**src/rtl/retire_buffer_pkg.sv**
```systemverilog
// Shared types for the retire buffer.
//   retireState_e : occupancy of the two-entry skid buffer
//   retireEntry_t : one buffered execute result (result, destination, write enable)
// Build option: defining RETIRE_CNT_EN enables the retired-instruction counter in
// retire_buffer. The types in this package are the same in both builds.
package retire_buffer_pkg;

  localparam int unsigned XlenDef    = 32;
  localparam int unsigned RfAddrWDef = 5;

  typedef enum logic [1:0] {
    EMPTY = 2'd0,
    ONE   = 2'd1,
    FULL  = 2'd2
  } retireState_e;

  typedef struct packed {
    logic [XlenDef-1:0]    result;
    logic [RfAddrWDef-1:0] rd;
    logic                  we;
  } retireEntry_t;

endpackage

```
**src/rtl/retire_buffer.sv**
```systemverilog
// Two-entry skid buffer between the execute units and the register-file write port.
// A result accepted on the input handshake (valid_i && ready_o) appears on valid_o
// the next cycle; a second result can be parked in the skid entry while writeback
// stalls, so ready_o is registered and has no combinational path from ready_i.
//
// Ports:
//   clk, reset          clock (rising edge), asynchronous active-high reset
//   flush_i             drop both entries and the current input
//   valid_i / ready_o   input handshake; result_i, rd_i, we_i carry the entry
//   valid_o / ready_i   output handshake; result_o, rd_o, we_o expose the head
//   fwd_valid_o         head is valid and writes a register (bypass source)
//   instret_o           retired-instruction count
//
// Build option: RETIRE_CNT_EN defined -> instret_o counts output handshakes
// (wrapping modulo 2^INSTRET_W); undefined -> no counter, instret_o tied to 0.
// The port list is identical in both builds.
module retire_buffer
  import retire_buffer_pkg::*;
#(
  // Entry layout in the package fixes the result and register-index widths.
  parameter int unsigned XLEN      = XlenDef,
  parameter int unsigned RF_ADDR_W = RfAddrWDef,
  parameter int unsigned INSTRET_W = 64
) (
  input  logic                 clk,
  input  logic                 reset,
  input  logic                 flush_i,
  input  logic                 valid_i,
  output logic                 ready_o,
  input  logic [XLEN-1:0]      result_i,
  input  logic [RF_ADDR_W-1:0] rd_i,
  input  logic                 we_i,
  output logic                 valid_o,
  input  logic                 ready_i,
  output logic [XLEN-1:0]      result_o,
  output logic [RF_ADDR_W-1:0] rd_o,
  output logic                 we_o,
  output logic                 fwd_valid_o,
  output logic [INSTRET_W-1:0] instret_o
);

  retireState_e state_q, state_d;
  retireEntry_t head_q, head_d;
  retireEntry_t skid_q, skid_d;
  retireEntry_t in_entry;
  logic         ready_q;
  logic         in_hs;
  logic         out_hs;

  assign in_entry = '{result: result_i, rd: rd_i, we: we_i};
  assign in_hs    = valid_i && ready_q;
  assign out_hs   = valid_o && ready_i;

  always_comb begin
    state_d = state_q;
    head_d  = head_q;
    skid_d  = skid_q;
    if (flush_i) begin
      // Flush wins over loads; an output handshake this cycle still completes.
      state_d = EMPTY;
    end else begin
      unique case (state_q)
        EMPTY: begin
          if (in_hs) begin
            state_d = ONE;
            head_d  = in_entry;
          end
        end
        ONE: begin
          if (in_hs && out_hs) begin
            head_d = in_entry;
          end else if (in_hs) begin
            state_d = FULL;
            skid_d  = in_entry;
          end else if (out_hs) begin
            state_d = EMPTY;
          end
        end
        FULL: begin
          if (out_hs) begin
            state_d = ONE;
            head_d  = skid_q;
          end
        end
        default: state_d = EMPTY;
      endcase
    end
  end

  always_ff @(posedge clk or posedge reset) begin
    if (reset) begin
      state_q <= EMPTY;
      head_q  <= '0;
      skid_q  <= '0;
      ready_q <= 1'b1;
    end else begin
      state_q <= state_d;
      head_q  <= head_d;
      skid_q  <= skid_d;
      // Registered copy of (state != FULL) for the next cycle.
      ready_q <= (state_d != FULL);
    end
  end

  assign ready_o     = ready_q;
  assign valid_o     = (state_q != EMPTY);
  assign result_o    = head_q.result;
  assign rd_o        = head_q.rd;
  // x0 entries still retire but never write the register file.
  assign we_o        = head_q.we && (head_q.rd != '0);
  assign fwd_valid_o = valid_o && we_o;

`ifdef RETIRE_CNT_EN
  logic [INSTRET_W-1:0] instret_q;

  always_ff @(posedge clk or posedge reset) begin
    if (reset) begin
      instret_q <= '0;
    end else if (out_hs) begin
      instret_q <= instret_q + 1'b1;
    end
  end

  assign instret_o = instret_q;
`else
  assign instret_o = '0;
`endif

endmodule
```
**config.mk**
```make
export PLATFORM = sky130hd
export DESIGN_NAME = retire_buffer
export DESIGN_NICKNAME = d
export VERILOG_FILES = /design/src/rtl/retire_buffer_pkg.sv /design/src/rtl/retire_buffer.sv
export SDC_FILE = /design/constraint.sdc
export NUM_CORES = 1
export LEC_CHECK = 0
export ABC_AREA = 1
export ABC_CLOCK_PERIOD_IN_PS = 2900
export BUFFER_PORTS_ARGS = -buffer_cell sky130_fd_sc_hd__buf_4
export CAP_MARGIN = 15
export CORE_UTILIZATION = 46
export DETAILED_ROUTE_END_ITERATION = 8
export GPL_TIMING_DRIVEN = 0
export PLACE_DENSITY = 0.86
export SLEW_MARGIN = 20
export SYNTH_ARGS = -nofsm -noshare
export SYNTH_HDL_FRONTEND = slang
export SYNTH_SLANG_ARGS = --single-unit
export TNS_END_PERCENT = 100
```
**constraint.sdc**
```tcl
create_clock -name clk -period 2.9 [get_ports clk]
set_input_delay 0.87 -clock clk [delete_from_list [all_inputs] [get_ports clk]]
set_output_delay 0.87 -clock clk [all_outputs]
set_load 0.05 [all_outputs]
```
### After elaboration in Yosys (flattened, before gate mapping)

Cells that the tools add are included.

| word-level totals | value |
|---|---|
| flip-flop bits (word level) | 79 |
| input bits | 43 |
| output and inout port bits | 105 |
| word-level logic and storage cells | 38 |

| operators by class | value |
|---|---|
| equality and inequality tests | 6 |
| muxes and demuxes | 11 |
| bitwise gates (word level) | 2 |
| reduce and logical (&&, ||, !) cells | 11 |

Operators with widths:

| kind | number |
|---|---|
| 38-bit 2-to-1 mux | 3 |
| 38-bit case mux with 3 select lines | 1 |
| 2-bit 2-to-1 mux | 6 |
| 2-bit != test (second input constant) | 4 |
| 2-bit case mux with 3 select lines | 1 |
| 1-bit logical AND | 5 |
| 5-bit AND reduction | 1 |
| 5-bit nonzero test | 1 |
| 4-bit AND reduction | 1 |
| 3-bit nonzero test | 1 |
| 2-bit by 1-bit == test with 1-bit output (second input constant) | 1 |
| 2-bit == test (second input constant) | 1 |
| 2-bit zero test | 1 |
| 1-bit NOT | 2 |
| 2-bit nonzero test | 1 |

### Longest topological paths before layout

| depth | value |
|---|---|
| depth in word-level cells | 8 |
| depth in mapped cells | 9 |

### Worst setup path after synthesis

OpenSTA, ideal clock, no wires.

| timing path | value |
|---|---|
| path kind | reg2out |
| start point | register state_q[1] |
| end point | output fwd_valid_o |
| arrival | 1.180 ns |
| data required time | 2.030 ns |
| slack | 0.850 ns |
| cell stages (with the launch flop) | 4 |
| cells stage by stage | dfrtp_1 buf_2 nor2_2 nor2_1 |

| between the ends | value |
|---|---|
| word-level cells in the longest chain between the ends | 2 |

Ends and longest elaborated chain:

| item | line | RTL |
|---|---|---|
| start: declaration | retire_buffer.sv:42 | `retireState_e state_q, state_d;` |
| start signal: assignment | retire_buffer.sv:97 | `state_q <= state_d;` |
| 2-bit nonzero test | retire_buffer.sv:106 | `assign valid_o = (state_q != EMPTY);` |
| 1-bit logical AND | retire_buffer.sv:111 | `assign fwd_valid_o = valid_o && we_o;` |
| end: declaration | retire_buffer.sv:38 | `output logic fwd_valid_o,` |

No other way between the ends.

### Worst setup path after layout

Ends and elaborated chain as after synthesis.

==> results.sh <==
export IMPL_status="completed"
export IMPL_path_max_fanout=7
export IMPL_vias=4007
export IMPL_fin_ws_ps=696.8
export IMPL_finalHoldViolCount=0
export IMPL_synth_xor_area_share=0
export IMPL_rows=35
export IMPL_cpPeakStageDelay_ps=360
export IMPL_synth_avg_cell_area_um2=7.626
export IMPL_skew_ps=8.180
export IMPL_synthMuxAreaShare=0
export IMPL_ant_nets=0
export IMPL_grt_pass1_vias=3640
export IMPL_power_switching_share=0.3687
export IMPL_final_area_um2=5806
export IMPL_p_clk_frac=0.275
export IMPL_p_switching_mw=1.473
export IMPL_start_util=0.4808
export IMPL_post_dp_hpwl_mm=7.735
export IMPL_n_fill_cell=834
export IMPL_synth_area_um2=4484
export IMPL_yosys_register_bits=79
export IMPL_path_class="flip-flop to output port"
export IMPL_cts_resized=0
export IMPL_h_tree_depth=3
export IMPL_first_iter_violations=287
export IMPL_layout_commonest_cell="nand2_1"
export IMPL_layout_nets=789
export IMPL_die_area_um2=10150
export IMPL_start_kind="flip-flop"
export IMPL_hold_buffers=0
export IMPL_portBuffers=83
export IMPL_layout_common_cells="236 x nand2_1, 185 x buf_4, 114 x nand3_1"
export IMPL_ios=148
export IMPL_crit_required_ps=2030
export IMPL_min_path_type="flip-flop to flip-flop"
export IMPL_min_path_cells=2
export IMPL_grt_ovfl_total=0
export IMPL_synth_compound_area_frac=0.004185
export IMPL_cp_cell_sequence="buf_2 > nor2_2 > nor2_1 > buf_4"
export IMPL_reg2reg_from="ready_o"
export IMPL_place_ws_ps=719.6
export IMPL_drt_vias_per_instance=4.553
export IMPL_yosysSeqAreaShare=0.4411
export IMPL_hold_path_endpoint="result_o[29]"
export IMPL_ir_drop_mv=0.3196
export IMPL_p_comb_frac=0.351
export IMPL_final_core_util=0.6224
export IMPL_antenna_diode_count=0
export IMPL_cp_top_family="flip-flops"
export IMPL_synth_top_family_by_area="simple AND/OR/NAND/NOR gates"
export IMPL_max_clock_freq_mhz=453.9
export IMPL_drt_pass1_iterations=5
export IMPL_die_x_um=100.7
export IMPL_tightest_slew_ps=538.2
export IMPL_dpl_cell_area_um2=5535
export IMPL_fin_crit_sh=0.7597
export IMPL_cts_tree="done"
export IMPL_power_per_cell_area_nw_per_um2=688.2
export IMPL_core_area_um2=9328
export IMPL_wl_per_cell_um=11.99
export IMPL_clk_latency_ps=350
export IMPL_tns_ps=0
export IMPL_setup_viol=0
export IMPL_cts_buffers_inserted=9
export IMPL_antenna_found_initial=0
export IMPL_cts_sinks=79
export IMPL_yosysWarnings=0
export IMPL_slew_violations=0
export IMPL_drv_cap=0
export IMPL_arrival_ps=1330
export IMPL_min_delay_start="result_o[29]"
export IMPL_worst_path_buf_inv=2
export IMPL_drive_above_1_share=0.3103
export IMPL_crit_slowest_cell="dfrtp_1"
export IMPL_power_leakage_nw=3.443
export IMPL_grt_max_degree=54
export IMPL_clkTransAtPathRegs_ps=80
export IMPL_rsz0062_at_grt="no"
export IMPL_wirelength_mm=10.55
export IMPL_cp_end_kind="output port"
export IMPL_synth_simple_gate_area_frac=0.3357
export IMPL_reg2reg_to="skid_q[24]"
export IMPL_syn2layout_area_growth_pct=29.46
export IMPL_relSlewSlack=0.6412
export IMPL_grt_pass1_wl_mm=17.08
export IMPL_globalRouteTotalUtil=0.2170
export IMPL_fin_crit_ps=2203
export IMPL_place_gp_congestion=0.8404
export IMPL_synth_adder_area_share=0
export IMPL_ff2ff_path_depth=7
export IMPL_synthCells=588
export IMPL_route_detailed_drc=0
export IMPL_cts_root_buf="clkbuf_8"
export IMPL_pwr_share_seq=0.374
export IMPL_die_h_um=100.7
export IMPL_rrSetupSlack_ps=1210
export IMPL_cts_buffer_depth=2
export IMPL_post_cts_buffers=0
export IMPL_yosysUniqueCellTypes=20
export IMPL_p_int_mw=2.522
kinds of logic after synthesis:
logic type,count (synthesis)
and+or+nand+nor,359
buffers and inverters,146
AOI/OAI and AO/OA,3
DFF,79
other,1
cell type report:
cell class / instances / area (µm²) / area share
clock buffer: 11 / 141.4 / 0.02435
sequential: 79 / 1978 / 0.3407
inverter: 8 / 32.53 / 0.005603
multi-input combinational: 426 / 1764 / 0.3039
timing repair buffer: 84 / 650.6 / 0.1121
clock inverter: 5 / 128.9 / 0.02220
buffer: 138 / 948.4 / 0.1634
tap: 129 / 161.4 / 0.02780
sequential cells by signal, indices dropped and copies added, names as in the netlist:
register / flops
state_q: 2
head_q: 1
result_o: 32
ready_o: 1
skid_q: 38
rd_o: 5
power by group through the flow:
stage	Combinational [mW]	Clock [mW]	Sequential, mW
floorplan	1.10	0	1.47
global placement	1.37	0	1.50
detailed placement	1.40	0	1.51
CTS	1.41	1.11	1.49
global route	1.51	1.15	1.52
finish	1.40	1.10	1.49
worst reg2reg max path, cell delays in order (launching register included):
cell	delay, ps
dfstp_2	550
nand2_1	130
nor3_2	250
nand2_1	100
buf_2	200
buf_2	210
nand2_1	90
nand2_1	60
routing by layer:
| metal | GRT usage | share of wire | routed length [µm] |
|---|---|---|---|
| met4 | 0.05686 | 0.0099 | 104 |
| met1 | 0.2874 | 0.42 | 4386 |
| met3 | 0.04369 | 0.079 | 829 |
| met5 | 0 | 0 | 0 |
| met2 | 0.3641 | 0.50 | 5226 |
metrics by stage:
stage / std cells / total power [mW] / hold slack, ps
final: 880 / 3.995 / 474.3
after global routing: 880 / 4.181 / 493.6
after CTS: 880 / 4.005 / 479.1
after detailed placement: 864 / 2.916 / 459.9
after global placement: 863 / 2.866 / 453.5
after floorplan: 651 / 2.573 / 442.2
worst max-delay path by stage:
stage	startpoint	end	slack, ps	depth (start not counted)
after floorplan	reset	head_q[0]	8	1
after global placement	reset	skid_q[21]	-820	2
after detailed placement	flush_i	skid_q[9]	720	6
after CTS	state_q[1]	fwd_valid_o	690	4
after global routing	rd_o[3]	fwd_valid_o	590	5
final	state_q[1]	fwd_valid_o	700	4
synth_stat cells:
| cell type | number | area share |
|---|---|---|
| nand2_1 | 236 | 0.20 |
| nand3_1 | 114 | 0.13 |
| buf_4 | 102 | 0.17 |
| dfrtp_1 | 78 | 0.44 |
| buf_2 | 20 | 0.022 |
| clkbuf_1 | 10 | 0.0084 |
| inv_1 | 6 | 0.0050 |
| nor2_1 | 4 | 0.0033 |
| buf_1 | 3 | 0.0025 |
| buf_6 | 3 | 0.0075 |
| inv_2 | 2 | 0.0017 |
| nor2_2 | 2 | 0.0028 |
| a21oi_2 | 1 | 0.0020 |
| conb_1 | 1 | 0.00084 |
| dfstp_2 | 1 | 0.0059 |
| nor3_1 | 1 | 0.0011 |
| nor3_2 | 1 | 0.0022 |
| o21ai_0 | 1 | 0.0011 |
| o21ai_1 | 1 | 0.0011 |
| or2_2 | 1 | 0.0014 |
No activity file was read; power rests on OpenSTA's default activity.
